===== config.mk =====
export PLATFORM = sky130hd
export DESIGN_NAME = cpu_step_ctrl_flat
export DESIGN_NICKNAME = d
export VERILOG_FILES = /design/src/rtl/cpu_step_ctrl_if.sv /design/src/rtl/cpu_step_ctrl.sv /design/src/flat_wrapper.sv
export SDC_FILE = /design/constraint.sdc
export NUM_CORES = 1
export LEC_CHECK = 0
export ABC_AREA = 1
export ABC_CLOCK_PERIOD_IN_PS = 5070
export CAP_MARGIN = 25
export CORE_AREA = 2 2 50 52
export CTS_CLUSTER_SIZE = 40
export DETAILED_ROUTE_END_ITERATION = 8
export DIE_AREA = 0 0 52 54
export PLACE_DENSITY = 0.8
export RECOVER_POWER = 25
export SYNTH_ARGS = -nofsm -noshare
export SYNTH_HDL_FRONTEND = slang
export SYNTH_SLANG_ARGS = --single-unit

===== constraint.sdc =====
create_clock -name clk_2 -period 5.07 [get_ports clk_2]
set_clock_uncertainty 0.1 [all_clocks]
set_input_delay 1.014 -clock clk_2 [delete_from_list [all_inputs] [get_ports clk_2]]
set_output_delay 1.014 -clock clk_2 [all_outputs]
set_load 0.05 [all_outputs]

===== src/rtl/cpu_step_ctrl_if.sv =====
// rtl/cpu_step_ctrl_if.sv - board-side and core-side signal bundle for the step controller
interface cpu_step_ctrl_if #(
    parameter int NBITS_TOP = 8
);
    logic                 step_btn;
    logic                 run_sw;
    logic                 bp_en;
    logic [NBITS_TOP-1:0] bp_addr;
    logic [NBITS_TOP-1:0] pc;
    logic                 cpu_en;
    logic                 halted;
    logic [1:0]           state;
    logic [NBITS_TOP-1:0] instr_count;

    modport master (
        output step_btn, run_sw, bp_en, bp_addr, pc,
        input  cpu_en, halted, state, instr_count
    );

    modport slave (
        input  step_btn, run_sw, bp_en, bp_addr, pc,
        output cpu_en, halted, state, instr_count
    );
endinterface


===== src/rtl/cpu_step_ctrl.sv =====
// rtl/cpu_step_ctrl.sv - step/run/breakpoint clock-enable controller with instruction counter
module cpu_step_ctrl #(
    parameter int NBITS_TOP       = 8,
    parameter int DEBOUNCE_CYCLES = 4
) (
    input  logic          clk_2,
    input  logic          rst_n,
    cpu_step_ctrl_if.slave bus
);
    localparam logic [1:0] ST_HALT  = 2'd0;
    localparam logic [1:0] ST_STEP  = 2'd1;
    localparam logic [1:0] ST_RUN   = 2'd2;
    localparam logic [1:0] ST_BREAK = 2'd3;

    localparam int CW = (DEBOUNCE_CYCLES > 1) ? $clog2(DEBOUNCE_CYCLES) : 1;
    localparam logic [CW-1:0] DB_LIM = CW'(DEBOUNCE_CYCLES - 1);

    logic [1:0]           step_sync_q, run_sync_q;
    logic                 stable_q, stable_d, stable_prev_q;
    logic [CW-1:0]        db_cnt_q, db_cnt_d;
    logic [1:0]           state_q, state_d;
    logic                 first_q, first_d;
    logic [NBITS_TOP-1:0] count_q, count_d;
    logic                 step_s, run_s, step_evt, bp_hit, en_raw, cpu_en;

    assign step_s   = step_sync_q[1];
    assign run_s    = run_sync_q[1];
    assign step_evt = stable_q & ~stable_prev_q;
    assign bp_hit   = bus.bp_en & (bus.pc == bus.bp_addr);

    // A level change is accepted only after DEBOUNCE_CYCLES consecutive differing samples.
    always_comb begin
        stable_d = stable_q;
        db_cnt_d = '0;
        if (step_s != stable_q) begin
            if (db_cnt_q == DB_LIM) begin
                stable_d = step_s;
            end else begin
                db_cnt_d = db_cnt_q + 1'b1;
            end
        end
    end

    always_comb begin
        state_d = state_q;
        first_d = first_q;
        en_raw  = 1'b0;
        case (state_q)
            ST_HALT: begin
                if (run_s) begin
                    state_d = ST_RUN;
                    first_d = 1'b1;
                end else if (step_evt) begin
                    state_d = ST_STEP;
                end
            end
            ST_STEP: begin
                en_raw  = 1'b1;
                state_d = ST_HALT;
            end
            ST_RUN: begin
                // first lets a run that starts on the breakpoint PC move off it.
                first_d = 1'b0;
                en_raw  = run_s & ~(bp_hit & ~first_q);
                if (!run_s) begin
                    state_d = ST_HALT;
                end else if (bp_hit && !first_q) begin
                    state_d = ST_BREAK;
                end
            end
            ST_BREAK: begin
                if (!run_s) begin
                    state_d = ST_HALT;
                end else if (step_evt) begin
                    state_d = ST_STEP;
                end
            end
            default: state_d = ST_HALT;
        endcase
    end

    assign cpu_en  = en_raw & rst_n;
    assign count_d = count_q + {{(NBITS_TOP-1){1'b0}}, cpu_en};

    always_ff @(posedge clk_2) begin
        if (!rst_n) begin
            step_sync_q   <= 2'b00;
            run_sync_q    <= 2'b00;
            stable_q      <= 1'b0;
            stable_prev_q <= 1'b0;
            db_cnt_q      <= '0;
            state_q       <= ST_HALT;
            first_q       <= 1'b0;
            count_q       <= '0;
        end else begin
            step_sync_q   <= {step_sync_q[0], bus.step_btn};
            run_sync_q    <= {run_sync_q[0], bus.run_sw};
            stable_q      <= stable_d;
            stable_prev_q <= stable_q;
            db_cnt_q      <= db_cnt_d;
            state_q       <= state_d;
            first_q       <= first_d;
            count_q       <= count_d;
        end
    end

    assign bus.cpu_en      = cpu_en;
    assign bus.state       = state_q;
    assign bus.halted      = (state_q == ST_HALT) | (state_q == ST_BREAK);
    assign bus.instr_count = count_q;
endmodule

===== src/flat_wrapper.sv =====
// flat-port wrapper written by rule: the top's interface ports become plain ports
module cpu_step_ctrl_flat 
#(
    parameter int NBITS_TOP       = 8,
    parameter int DEBOUNCE_CYCLES = 4
)
  (clk_2, rst_n, bus_step_btn, bus_run_sw, bus_bp_en, bus_bp_addr, bus_pc, bus_cpu_en, bus_halted, bus_state, bus_instr_count);
  cpu_step_ctrl_if #(.NBITS_TOP(NBITS_TOP)) bus_i ();
  input  logic clk_2;
  input  logic rst_n;
  input wire logic [$bits(bus_i.step_btn)-1:0] bus_step_btn;
  input wire logic [$bits(bus_i.run_sw)-1:0] bus_run_sw;
  input wire logic [$bits(bus_i.bp_en)-1:0] bus_bp_en;
  input wire logic [$bits(bus_i.bp_addr)-1:0] bus_bp_addr;
  input wire logic [$bits(bus_i.pc)-1:0] bus_pc;
  output wire logic [$bits(bus_i.cpu_en)-1:0] bus_cpu_en;
  output wire logic [$bits(bus_i.halted)-1:0] bus_halted;
  output wire logic [$bits(bus_i.state)-1:0] bus_state;
  output wire logic [$bits(bus_i.instr_count)-1:0] bus_instr_count;
  assign bus_i.step_btn = bus_step_btn;
  assign bus_i.run_sw = bus_run_sw;
  assign bus_i.bp_en = bus_bp_en;
  assign bus_i.bp_addr = bus_bp_addr;
  assign bus_i.pc = bus_pc;
  assign bus_cpu_en = bus_i.cpu_en;
  assign bus_halted = bus_i.halted;
  assign bus_state = bus_i.state;
  assign bus_instr_count = bus_i.instr_count;
  cpu_step_ctrl #(.NBITS_TOP(NBITS_TOP), .DEBOUNCE_CYCLES(DEBOUNCE_CYCLES)) u_core (.clk_2(clk_2), .rst_n(rst_n), .bus(bus_i));
endmodule

== Yosys cells after proc, flatten, opt, wreduce, memory -nomap -nowiden ==
Index checks and enable logic that the tools add are counted.
Storage, ports and cells
  input bits: 21
  logic and storage cells: 45
  output and inout port bits: 12
  flip-flop bits (word level): 19
Operators by class
  multiplexer cells: 9
  bitwise operators: 11
  reduce and logical (&&, ||, !) cells: 7
  add/sub/neg operators: 2
  equality and inequality tests: 8
Operators by type and width (number)
  2-bit 2-to-1 mux: 5
  8-bit by 1-bit adder with 8-bit output: 1
  8-bit equality test: 1
  2-bit case mux with 4 select lines: 1
  2-bit equality test (second input constant): 3
  1-bit bitwise AND: 5
  1-bit inverter: 5
  1-bit case mux with 2 select lines: 2
  2-bit AND reduction: 2
  3-bit inequality test (second input constant): 1
  3-bit OR reduction: 1
  2-bit by 1-bit adder with 2-bit output (second input constant): 1
  2-bit by 1-bit equality test with 1-bit output (second input constant): 1
  2-bit zero test: 1
  2-bit by 1-bit inequality test with 1-bit output (second input constant): 1
  2-bit nonzero test: 1
  1-bit logical AND: 1
  1-bit zero test: 1
  1-bit 2-to-1 mux: 1
  1-bit inequality test: 1
  1-bit OR: 1

== Longest topological paths before layout ==
  word-level depth: 8
  gate-level depth with buffers: 15
  mapped depth without buffers: 15

== Least setup slack after synthesis ==
No wires, ideal clock.
  path type: in2reg
  from: input bus_bp_addr[0]
  to: register u_core.count_q[7], in the netlist u_core.bus.instr_count[7]
  path slack: 1.764 ns
  cell stages on the path: 15
  data required time: 4.854 ns
  setup time: 0.116 ns
  arrival time: 3.090 ns
  buffers on the path: 0
  path through: inv_1 -> nand2_1 -> nand2_1 -> nor2_1 -> nand2_1 -> nor2_1 -> nand2_1 -> a21oi_1 -> nor2_1 -> ha_1 -> nand3_2 -> nor3b_2 -> and2_4 -> xnor2_1 -> nor2_1
Between the ends
  cells in the longest elaborated chain, start to end: 8
Ends and longest elaborated chain
  start, declared: RTL line flat_wrapper.sv:14  | input wire logic [$bits(bus_i.bp_addr)-1:0] bus_bp_addr;
  8-bit equality test: RTL line cpu_step_ctrl.sv:29  | assign bp_hit = bus.bp_en & (bus.pc == bus.bp_addr);
  1-bit bitwise AND: RTL line cpu_step_ctrl.sv:29
  1-bit bitwise AND: RTL line cpu_step_ctrl.sv:64  | en_raw = run_s & ~(bp_hit & ~first_q);
  1-bit inverter: RTL line cpu_step_ctrl.sv:64
  1-bit bitwise AND: RTL line cpu_step_ctrl.sv:64
  1-bit case mux with 2 select lines: RTL line cpu_step_ctrl.sv:48  | case (state_q)
  1-bit bitwise AND: RTL line cpu_step_ctrl.sv:82  | assign cpu_en = en_raw & rst_n;
  via bus_cpu_en: RTL line flat_wrapper.sv:16  | output wire logic [$bits(bus_i.cpu_en)-1:0] bus_cpu_en;
  8-bit by 1-bit adder with 8-bit output: RTL line cpu_step_ctrl.sv:83  | assign count_d = count_q + {{(NBITS_TOP-1){1'b0}}, cpu_en};
  end signal, assigned: RTL line cpu_step_ctrl.sv:103  | count_q <= count_d;
  end, declared: RTL line cpu_step_ctrl.sv:23  | logic [NBITS_TOP-1:0] count_q, count_d;
The timed path passes the listed nets, and every way through them passes these cells.
A chain may end at the register's enable or synchronous reset.

== Worst setup path in the final report ==
  from: input bus_pc[7]
  to: output bus_cpu_en
Between the ends
  cells in the longest elaborated chain, start to end: 7
Ends and longest elaborated chain
  start, declared: RTL line flat_wrapper.sv:15  | input wire logic [$bits(bus_i.pc)-1:0] bus_pc;
  8-bit equality test: RTL line cpu_step_ctrl.sv:29
  1-bit bitwise AND: RTL line cpu_step_ctrl.sv:29
  1-bit bitwise AND: RTL line cpu_step_ctrl.sv:64
  1-bit inverter: RTL line cpu_step_ctrl.sv:64
  1-bit bitwise AND: RTL line cpu_step_ctrl.sv:64
  1-bit case mux with 2 select lines: RTL line cpu_step_ctrl.sv:48
  1-bit bitwise AND: RTL line cpu_step_ctrl.sv:82
  end, declared: RTL line flat_wrapper.sv:16
No other way between the ends.

==> flow_summary.json <==
{
  "die_area_um2": 2810,
  "r2r_start": "u_core.bus.state[0]",
  "fin_crit_ns": 4.07,
  "hold_path_class": "flip-flop to flip-flop",
  "cp-startpoint": "bus_pc[7]",
  "gp_congestion": 0.798,
  "die_w_um": 52,
  "min_period_over_period_pct": 80.3,
  "hp-start": "u_core.step_sync_q[0]",
  "path_max_fanout": 4,
  "worstMarginPinSlew_ns": 0.580,
  "cts_root_buf": "clkbuf_4",
  "finalHoldViolCount": 0,
  "core-area_um2": 2320,
  "dp_hpwl_mm": 1.67,
  "rsz0062_at_grt": "false",
  "irDropWorstVdd_uv": 153,
  "worstHoldEndpoint": "u_core.step_sync_q[1]",
  "setup_viol": 0,
  "cts_tree": "done",
  "wl_mm": 2.06,
  "synth-seq-cells": 19,
  "final_core_util_pct": 58.9,
  "crit_path_max_incr_delay_ns": 0.84,
  "htree_levels": 1,
  "synth-seq-area-share_pct": 38.7,
  "regToRegSetupSlack_ns": 2.83,
  "vias_per_cell": 4.52,
  "pre_cts_ws_ns": 0.990,
  "hold_slack_ns": 0.324,
  "tns_ns": 0,
  "cpLargestDelayFamily": "buffers and inverters",
  "grt_antenna_before_repair": 0,
  "grt_pass1_vias": 870,
  "status": "finished clean",
  "rows": 18,
  "cts-buffers-inserted": 3,
  "path_buf_inv": 3,
  "synth_cell_types": 17,
  "ff2ff_path_depth": 12,
  "route.detailed.wl_per_inst_um": 9.97,
  "cp_slowest_cell": "clkdlybuf4s50_1",
  "fmax_mhz": 246,
  "end_kind": "output pin",
  "cp_common_cell": "clkdlybuf4s50_1",
  "clock_tree.buffer_depth": 2,
  "drt_iter0_drc": 22,
  "crit_path_start_kind": "input port",
  "ys.warnings.count": 0,
  "gr-total-overflow": 0,
  "p_leak_nw": 0.639,
  "initial_core_util_pct": 42.3,
  "grt_usage_pct": 15.8,
  "crit_arrival_ns": 2.96,
  "ios": 33,
  "clkSinkCount": 19,
  "syn_inst": 141,
  "setup_ws_ns": 1.00,
  "vias": 936,
  "slew_headroom_pct": 61.3,
  "ctsHoldBuffers": 0,
  "syn-cell-area_um2": 982,
  "post_cts_resized": 0,
  "worstSetupPathType": "input port to output pin",
  "first_pass_iters": 4,
  "grt_pass1_wl_mm": 3.35,
  "fp.dieH_um": 54,
  "worstPathCellList": "clkdlybuf4s50_1 > inv_1 > o21ai_0 > nor3_1 > nand2_1 > a21oi_1 > nor2_1 > clkdlybuf4s50_1",
  "dp_cells": 203,
  "ant_nets": 0,
  "power_density_nw_per_um2": 247,
  "cts.clk_slew.worst_paths_ns": 0.10,
  "diodes": 0,
  "fin_nets": 206,
  "avgSynthCellArea_um2": 6.97,
  "synth_nets": 169,
  "area_growth_pct": 39.1,
  "drv_slew": 0,
  "cp.required_ns": 3.96,
  "stdcell_count": 207,
  "cts_setup_buffers": 0,
  "grt_max_degree": 15,
  "io_buffers": 32,
  "clock_latency_ns": 0.29,
  "drive_above_1_share_pct": 3.39,
  "maxCapViolCount": 0,
  "whs_path_depth": 2,
  "r2r_end": "u_core.bus.instr_count[7]",
  "drc": 0
}
[registers in the layout, summed over array words and instances, names as in the netlist]
signal,flops
u_core.run_sync_q,2
u_core.step_sync_q,2
u_core.db_cnt_q,2
u_core.stable_q,1
u_core.stable_prev_q,1
u_core.first_q,1
u_core.bus.instr_count,8
u_core.bus.state,2
[power breakdown]
group | leakage, nW | switching [mW] | internal [mW] | total, mW
sequential | 0.154 | 0.00604 | 0.155 | 0.161
combinational | 0.470 | 0.0600 | 0.0431 | 0.103
clock | 0.0150 | 0.0432 | 0.0305 | 0.0737
total | 0.639 | 0.109 | 0.229 | 0.338
[cells by family (layout without fill, tap and decap cells)]
logic type	count (synthesis)	after routing	synth area share (%)
AO/OA/AOI/OAI	18	18	10.2
AND/OR/NAND/NOR	64	64	27.5
flip-flops	19	19	38.7
buffers and inverters	29	65	11.1
XOR/XNOR	4	4	3.57
adder cells (fa/ha/maj)	7	7	8.92
[Yosys cell counts]
cell type,n,share of area (%)
nand2_1,36,14
inv_1,28,11
dfxtp_1,19,39
nor2_1,19,7.3
a21oi_1,8,4.1
ha_1,7,8.9
o21ai_0,6,3.1
xnor2_1,4,3.6
nor3_1,3,1.5
a211oi_1,2,1.5
nand3_1,2,1.0
o211ai_1,2,1.5
and2_4,1,0.89
clkbuf_1,1,0.38
nand3_2,1,1.0
nand3b_1,1,0.76
nor3b_2,1,1.3
[how the worst max path moves through the flow]
stage / cells past startpoint / slack, ns / end
2_1_floorplan: 15 / 1.76 / u_core.bus.instr_count[7]
3_3_place_gp: 10 / 1.02 / bus_cpu_en
3_5_place_dp: 10 / 0.99 / bus_cpu_en
4_1_cts: 8 / 0.98 / bus_cpu_en
5_1_grt: 8 / 0.79 / bus_cpu_en
6_report: 8 / 1.00 / bus_cpu_en
[cell usage in the layout, fill, tap and decap left out]
| cell | synthesis | final |
|---|---|---|
| nand3b_1 | 1 | 1 |
| and2_4 | 1 | 1 |
| nand3_1 | 2 | 2 |
| o21ai_0 | 6 | 6 |
| a21oi_1 | 8 | 8 |
| o211ai_1 | 2 | 2 |
| clkbuf_1 | 1 | 2 |
| nor3_1 | 3 | 3 |
| a211oi_1 | 2 | 2 |
| nor2_1 | 19 | 19 |
| nand2_1 | 36 | 36 |
| inv_1 | 28 | 28 |
| xnor2_1 | 4 | 4 |
| nor3b_2 | 1 | 1 |
| dlygate4sd3_1 | 0 | 1 |
| ha_1 | 7 | 7 |
| clkbuf_4 | 0 | 3 |
| nand3_2 | 1 | 1 |
| clkdlybuf4s50_1 | 0 | 31 |
| dfxtp_1 | 19 | 19 |
[metrics by stage]
step | total power, mW | instance area (um^2)
floorplan | 0.228 | 982
global route | 0.357 | 1370
CTS | 0.341 | 1370
detailed placement | 0.267 | 1340
global placement | 0.263 | 1340
finish | 0.338 | 1370
[final cells by class]
type                    instances  area (um^2)
fillers                       232          953
multi-input cells              93          493
flip-flops and latches         19          380
repair buffers                 33          324
inverters                      28          105
well taps                      30         37.5
clock buffers                   4         26.3
[routing by layer]
layer	vias up	track usage (%)	wire length, um
met5	-	0	0
met4	0	6.58	12
met3	2	3.06	171
met2	30	31.9	998
met1	402	15.4	883
li1	502	-	-
[worst min-delay path, stage by stage, from the launching register on]
cell and delay, ns:
dfxtp_1 0.31, nand2_1 0.05, inv_1 0.03
No activity file was read; power rests on OpenSTA's default activity.
